File: src/rtl/vector_list_sequencer_pkg.sv
// Shared definitions for the vector list sequencer.
// Holds the default widths, the layout of one vector-memory word and the
// sequencer FSM state encoding.
package vector_list_sequencer_pkg;

    localparam int ADDRESSWIDTH_DEF = 10;
    localparam int COORDWIDTH_DEF   = 10;

    // One word of vector memory, MSB first: {x, y, beam_on, last}.
    typedef struct packed {
        logic [COORDWIDTH_DEF-1:0] x;
        logic [COORDWIDTH_DEF-1:0] y;
        logic                      beam_on;
        logic                      last;
    } vec_word_t;

    // Explicit encodings keep the state values stable for older tooling.
    typedef enum logic [2:0] {
        ST_IDLE    = 3'd0,
        ST_FETCH   = 3'd1,
        ST_LOAD    = 3'd2,
        ST_PRESENT = 3'd3,
        ST_DONE    = 3'd4
    } state_e;

endpackage

File: src/rtl/vector_list_sequencer_memory_manage.sv
// Vector-memory address counter: clears on zero, increments on inc.
// Latency: count_adr updates on the clock edge after inc/zero.
// Backpressure: none; the owning FSM decides when to advance.
// Ports: clk, rst (active-high, synchronous), inc, zero, count_adr.
module memory_manage #(
    parameter int ADDRESSWIDTH = 10
) (
    input  logic                    clk,
    input  logic                    rst,
    input  logic                    inc,
    input  logic                    zero,
    output logic [ADDRESSWIDTH-1:0] count_adr
);

    localparam logic [ADDRESSWIDTH-1:0] ADR_ONE = {{(ADDRESSWIDTH-1){1'b0}}, 1'b1};

    logic [ADDRESSWIDTH-1:0] count_q;

    // zero wins over inc so a fresh frame always starts at address 0.
    always_ff @(posedge clk) begin
        if (rst) begin
            count_q <= '0;
        end else if (zero) begin
            count_q <= '0;
        end else if (inc) begin
            count_q <= count_q + ADR_ONE;
        end
    end

    assign count_adr = count_q;

endmodule

File: src/rtl/vector_list_sequencer.sv
// Walks a vector list in synchronous memory and presents each vector to a line drawer.
// Latency: 3 cycles per vector minimum (FETCH, LOAD, PRESENT); frame_done one cycle after the last transfer.
// Backpressure: vector held stable in PRESENT while vec_valid && !vec_ready; traversal stalls.
// Ports: clk, rst (sync, active-low), frame_start, mem_adr/mem_data (memory read),
//        vec_valid/vec_ready/vec_x/vec_y/vec_beam (drawer handshake), busy, frame_done, overrun, wrap_err.
module vector_list_sequencer
    import vector_list_sequencer_pkg::*;
#(
    parameter int ADDRESSWIDTH = ADDRESSWIDTH_DEF,
    parameter int COORDWIDTH   = COORDWIDTH_DEF
) (
    input  logic                      clk,
    input  logic                      rst,
    input  logic                      frame_start,
    output logic [ADDRESSWIDTH-1:0]   mem_adr,
    input  logic [2*COORDWIDTH+1:0]   mem_data,
    output logic                      vec_valid,
    input  logic                      vec_ready,
    output logic [COORDWIDTH-1:0]     vec_x,
    output logic [COORDWIDTH-1:0]     vec_y,
    output logic                      vec_beam,
    output logic                      busy,
    output logic                      frame_done,
    output logic                      overrun,
    output logic                      wrap_err
);

    localparam logic [ADDRESSWIDTH-1:0] ADR_MAX = '1;

    state_e                  state_q, state_d;
    logic [COORDWIDTH-1:0]   x_q, x_d, y_q, y_d;
    logic                    beam_q, beam_d, last_q, last_d;
    logic                    vld_q, vld_d, busy_q, busy_d;
    logic                    done_q, done_d, ovr_q, ovr_d, wrap_q, wrap_d;
    logic                    adr_inc, adr_zero, rst_hi;
    logic [ADDRESSWIDTH-1:0] count_adr;

    assign rst_hi = ~rst;

    memory_manage #(
        .ADDRESSWIDTH(ADDRESSWIDTH)
    ) u_memory_manage (
        .clk      (clk),
        .rst      (rst_hi),
        .inc      (adr_inc),
        .zero     (adr_zero),
        .count_adr(count_adr)
    );

    always_comb begin
        state_d  = state_q;
        x_d      = x_q;
        y_d      = y_q;
        beam_d   = beam_q;
        last_d   = last_q;
        vld_d    = vld_q;
        busy_d   = busy_q;
        done_d   = 1'b0;
        wrap_d   = 1'b0;
        adr_inc  = 1'b0;
        adr_zero = 1'b0;
        // Any start request that IDLE cannot take is flagged, never queued.
        ovr_d    = frame_start && (state_q != ST_IDLE);

        case (state_q)
            ST_IDLE: begin
                if (frame_start) begin
                    adr_zero = 1'b1;
                    busy_d   = 1'b1;
                    state_d  = ST_FETCH;
                end
            end
            ST_FETCH: begin
                // Address is on the bus this cycle; memory answers next cycle.
                state_d = ST_LOAD;
            end
            ST_LOAD: begin
                x_d     = mem_data[2*COORDWIDTH+1 -: COORDWIDTH];
                y_d     = mem_data[COORDWIDTH+1 -: COORDWIDTH];
                beam_d  = mem_data[1];
                last_d  = mem_data[0];
                vld_d   = 1'b1;
                state_d = ST_PRESENT;
            end
            ST_PRESENT: begin
                if (vec_ready) begin
                    vld_d = 1'b0;
                    if (last_q) begin
                        done_d  = 1'b1;
                        state_d = ST_DONE;
                    end else if (count_adr == ADR_MAX) begin
                        // List ran off the end of memory: stop rather than wrap to 0.
                        done_d  = 1'b1;
                        wrap_d  = 1'b1;
                        state_d = ST_DONE;
                    end else begin
                        adr_inc = 1'b1;
                        state_d = ST_FETCH;
                    end
                end
            end
            ST_DONE: begin
                busy_d  = 1'b0;
                state_d = ST_IDLE;
            end
            default: begin
                busy_d  = 1'b0;
                vld_d   = 1'b0;
                state_d = ST_IDLE;
            end
        endcase
    end

    always_ff @(posedge clk) begin
        if (!rst) begin
            state_q <= ST_IDLE;
            x_q     <= '0;
            y_q     <= '0;
            beam_q  <= 1'b0;
            last_q  <= 1'b0;
            vld_q   <= 1'b0;
            busy_q  <= 1'b0;
            done_q  <= 1'b0;
            ovr_q   <= 1'b0;
            wrap_q  <= 1'b0;
        end else begin
            state_q <= state_d;
            x_q     <= x_d;
            y_q     <= y_d;
            beam_q  <= beam_d;
            last_q  <= last_d;
            vld_q   <= vld_d;
            busy_q  <= busy_d;
            done_q  <= done_d;
            ovr_q   <= ovr_d;
            wrap_q  <= wrap_d;
        end
    end

    assign mem_adr    = count_adr;
    assign vec_valid  = vld_q;
    assign vec_x      = x_q;
    assign vec_y      = y_q;
    assign vec_beam   = beam_q;
    assign busy       = busy_q;
    assign frame_done = done_q;
    assign overrun    = ovr_q;
    assign wrap_err   = wrap_q;

endmodule
File: config.mk
export PLATFORM = sky130hd
export DESIGN_NAME = vector_list_sequencer
export DESIGN_NICKNAME = d
export VERILOG_FILES = /design/src/rtl/vector_list_sequencer_pkg.sv /design/src/rtl/vector_list_sequencer_memory_manage.sv /design/src/rtl/vector_list_sequencer.sv
export SDC_FILE = /design/constraint.sdc
export NUM_CORES = 1
export LEC_CHECK = 0
export CORE_MARGIN = 2
export CORE_UTILIZATION = 25
export DETAILED_ROUTE_END_ITERATION = 8
export SYNTH_ARGS = -nofsm -noshare
export SYNTH_HDL_FRONTEND = slang
export SYNTH_HIERARCHICAL = 1
export SYNTH_SLANG_ARGS = --single-unit
File: constraint.sdc
create_clock -name clk -period 3.8 [get_ports clk]
set_input_delay 0.57 -clock clk [delete_from_list [all_inputs] [get_ports clk]]
set_output_delay 0.57 -clock clk [all_outputs]
set_load 0.005 [all_outputs]
Word level (Yosys, flattened, before mapping):

Cells that the tools add are included.

* register bits after elaboration: 40
* input port bits: 26
* logic and storage cells: 52

* $add $sub $neg: 1
* eq/ne operators: 7
* mux-type cells: 17
* bitwise logic cells: 5
* reductions and logical operators: 11

Operators by type and width (number)
* $mux W3: 4
* $pmux W3 S4: 1
* $add A10 B1 Y10 const B: 1
* $eq A10 B10 Y1 const B: 1
* $mux W1: 10
* $eq A3 B2 Y1 const B: 2
* $reduce_and A2 Y1: 3
* $reduce_or A3 Y1: 2
* $not A1 Y1: 5
* $ne A2 B2 Y1 const B: 2
* $reduce_or A4 Y1: 1
* $eq A3 B1 Y1 const B: 1
* $eq A3 B3 Y1 const B: 1
* $logic_not A3 Y1: 1
* $pmux W1 S3: 1
* $reduce_and A3 Y1: 1
* $reduce_bool A3 Y1: 1
* $pmux W1 S2: 1
* $reduce_or A2 Y1: 1
* $logic_and A1 B1 Y1: 1

Longest topological paths before layout:

* word-level depth: 5
* depth in mapped cells: 7

Hierarchy:

Netlist, hierarchy kept.

Modules (own cells, without submodules)
* vector_list_sequencer: times used 1, cells an instance 137, area an instance 1146.1 um2
* memory_manage: times used 1, cells an instance 48, area an instance 441.7 um2

Worst setup path after synthesis:

OpenSTA, ideal clock, no wires.

* path kind: input -> register
* start: in vec_ready
* end: reg u_memory_manage.count_q[9] (netlist: u_memory_manage/count_adr[9])
* setup time: 0.071 ns
* data arrival time: 1.762 ns
* slack: 1.968 ns
* stages on the path: 6
* path buffers: 1
* path through: nand3_1 > nor4_1 > buf_4 > nand4_4 > or4_1 > a21oi_1

* cells in the longest elaborated chain, start to end: 2

Ends and longest elaborated chain
* start: declaration: RTL line vector_list_sequencer.sv:18 `input logic vec_ready,`
* $mux W1: RTL line vector_list_sequencer.sv:86 `if (vec_ready) begin`
* $mux W1: RTL line vector_list_sequencer.sv:65 `case (state_q)`
* net adr_inc: RTL line vector_list_sequencer.sv:35 `logic adr_inc, adr_zero, rst_hi;`
* end signal: assignment: RTL line vector_list_sequencer_memory_manage.sv:26 `count_q <= count_q + ADR_ONE;`
* end: declaration: RTL line vector_list_sequencer_memory_manage.sv:17 `logic [ADDRESSWIDTH-1:0] count_q;`

The timed path passes the listed nets, and every way through them passes these cells.
A chain may end at the register's enable or synchronous reset.

Final worst setup path:

Same ends and word-level chain as after synthesis.

==> results.md <==
- Run status: finished, final reports clean
- Worst slack, placed: between 1 and 1.5 ns
- Antenna diodes: 0
- Final worst-path cycle share: 0.5778
- Gate count of the mapped netlist: 185
- Row count: 29
- Share of cells above drive strength 1: 0.05306
- Clk sink count: 40
- Skew final: just over 0.005 ns
- Initial antenna violation count: 0
- # DRC: 0
- Area Overhead vs Synth: 46.02%
- Sequential share of power: 0.539
- CP Class: in -> reg
- Port-buffer cells: roughly 60
- DRT antenna net count: 0
- Core Box Area: around 6200 µm²
- Routed WL: about 3800 µm
- DR vias/cell: ~4.5
- Vias: around 1,400
- Req. time, crit path: 4.02 ns
- Hold crit path type: reg -> reg
- Reg clk slew, reported paths: around 0.08 ns
- Final TNS setup: 0 ns
- Post_cts resized: 0
- Reg2reg end: u_memory_manage/count_adr[9]
- Routed wire length per instance: between 10 and 15 µm
- Worst setup SP type: primary input
- Max-cap violations: 0
- Crit path time final: ~2.2 ns
- Yosys Warn Count: 6
- R2R setup slack: between 1.5 and 2 ns
- Syn Nets: 212
- Fin. max-slew vios: 0
- H-tree Lvls: 2
- Final Net Count: about 270
- Netlist cell types: 35
- CP max FO: 7
- Combinational power share: 0.144
- Max_slew headroom: 0.4770
- Largest net degree at the start of global routing: 25
- Power Dens Cells: around 360 nW/µm²
- R2R depth: 6
- Die X: 83.70 µm
- Initial drt markers: 37
- Switching Fraction: 0.2465
- Worst R2R Start: state_q[1]
- Die Ht: approximately 84 µm
- Avg Inst Size Synth: 8.583 µm²
- Worst setup margin: between 1.5 and 2 ns
- GP Congestion: 0.7251
- First-pass GRT wire length: approximately 6400 µm
- Post-DP HPWL: 2652 µm
- DIE AREA: between 7000 and 8000 µm²
- Sequential area share after synthesis: 0.5043
- P_int: about 640 µW
- Initial Util: 0.2544
- CTS tree: built
- Clock buffer count from CTS: 5
- Final setup viols: 0
- All-Layer GR Usage: 0.1115
- Synth Cell Area: 1588 µm²
- Setup crit end kind: register
- P_sw: just over 200 µW
- CTS Hold Bufs: 0
- Register bit total from synthesis: 40
- Clock latency at the later pin of the worst-skew pair: 0.29 ns
- Remaining Overflow, GRT: 0
- Worst-Margin Slew: around 0.78 ns
- Drt pass-1 iters: 6
- Hold Fails Final Rpt: 0
- WHS Endpoint: vec_x[8]
- Post-CTS setup buffer count: 0
- Worst Setup SP: vec_ready
- RSZ-0062 raised after global routing: false
- Leakage: around 0.00080 µW
- Ports: 62
- Hold Crit Start: vec_x[8]
- Clk Tree Root Cell: clkbuf_8
- CTS max path bufs: 2
- Worst vdd ir: 0.0001752 V
- WP data arrival: roughly 2.4 ns
- Cells on Worst Hold Path: 2
- Max Clk Rate: ~0.46 GHz
- Vias in the first global route: around 1,400
- Clk pwr share: 0.317
-- worst max-delay path by stage --
stage	endpoint	slack (ns)	depth (start not counted)
2_1_floorplan	u_memory_manage/count_adr[9]	1.97	6
3_3_place_gp	u_memory_manage/count_adr[9]	1.36	7
3_5_place_dp	u_memory_manage/count_adr[9]	1.34	7
4_1_cts	u_memory_manage/count_adr[9]	1.64	7
5_1_grt	u_memory_manage/count_adr[8]	1.52	7
6_report	u_memory_manage/count_adr[9]	1.60	7
-- cells in the final DEF, fill, tap and decap left out, types with 2 or more instances in the layout --
cell / n
inv_1: 2
dfxtp_1: 40
nand2_1: 50
or4_1: 2
nor2_1: 9
nand4_1: 4
o21a_1: 2
nand2b_1: 2
buf_4: 2
clkbuf_8: 5
xor2_1: 3
or3_1: 3
o21ai_0: 4
clkdlybuf4s50_1: 61
o31ai_1: 2
nand3b_1: 2
nor2b_1: 2
a21oi_1: 29
nor4_1: 2
nand3_1: 3
-- cells in the mapped netlist, drive strengths merged --
cell / number / share of area
o31ai: 2 / 0.0095
nor4: 2 / 0.0079
xor2: 3 / 0.017
ha: 1 / 0.0079
dfxtp: 40 / 0.50
nand4: 5 / 0.029
nor3b: 2 / 0.013
or3b: 1 / 0.0071
a21oi: 29 / 0.091
nor3: 1 / 0.0031
or3: 3 / 0.012
o22ai: 1 / 0.0039
o21a: 2 / 0.0095
o21ai: 4 / 0.013
or2: 1 / 0.0039
nor2: 9 / 0.021
mux2i: 1 / 0.0063
clkbuf: 3 / 0.0071
nand3b: 2 / 0.0095
or4: 2 / 0.0095
nand2b: 2 / 0.0079
a211o: 1 / 0.0055
o311a: 1 / 0.0063
xnor2: 1 / 0.0055
nor2b: 2 / 0.0079
inv: 2 / 0.0047
nand2: 50 / 0.12
buf: 7 / 0.039
nor4b: 1 / 0.0055
and3b: 1 / 0.0055
nand3: 3 / 0.0095
-- metal layers --
| metal | part of all wire | track usage | vias to the layer above |
|---|---|---|---|
| li1 | - | - | 749 |
| met1 | 0.48 | 0.1464 | 652 |
| met2 | 0.45 | 0.1745 | 39 |
| met3 | 0.051 | 0.03561 | 5 |
| met4 | 0.014 | 0.03519 | 0 |
| met5 | 0 | 0 | - |
-- power by group through the flow --
stage	logic [µW]	registers, µW	clock network (µW)
6_report	122	455	267
5_1_grt	134	458	301
4_1_cts	124	455	287
3_5_place_dp	123	465	0
3_3_place_gp	123	465	0
2_1_floorplan	62.0	460	0
-- layout make-up --
type	count	area, µm²
fillers	649	3923
flip-flops and latches	40	800.8
multi-input cells	133	706.9
repair buffers	63	625.6
well taps	77	96.34
clock buffers	5	68.82
clock inverters	2	12.51
inverters	2	7.507
-- state kept, by name, indices dropped and copies added, names as in the netlist --
register / flops
busy: 1
frame_done: 1
last_q: 1
overrun: 1
state_q: 3
u_memory_manage/count_adr: 10
vec_beam: 1
vec_valid: 1
vec_x: 10
vec_y: 10
wrap_err: 1
-- kinds of logic (layout without fill, tap and decap cells) --
kind of cell,count (synthesis),after routing,share of synthesized area
compound gates,40,40,0.1387
xor+xnor,4,4,0.02207
fa+ha+maj,1,1,0.007879
buf+inv,12,72,0.05043
flops,40,40,0.5043
mux,1,1,0.006304
simple gates,87,87,0.2703
-- through the flow --
stage	hold WS, ns	std cells	instance area (µm²)	total power [µW]	utilization
6_report	0.4554	322	2318	843.4	0.3715
3_3_place_gp	0.4440	315	2237	587.7	0.3585
3_5_place_dp	0.4466	315	2237	588.1	0.3585
4_1_cts	0.4581	322	2318	865.6	0.3715
5_1_grt	0.4776	322	2318	892.6	0.3715
2_1_floorplan	0.4527	185	1588	522.4	-
-- critical path, cell delays in order --
cell             delay, ns
clkdlybuf4s50_1       0.49
nand3_1               0.12
nor4_1                0.22
buf_4                 0.21
nand4_4               0.14
or4_1                 0.53
a21oi_1               0.14
Power figures use the tool's default switching activity.
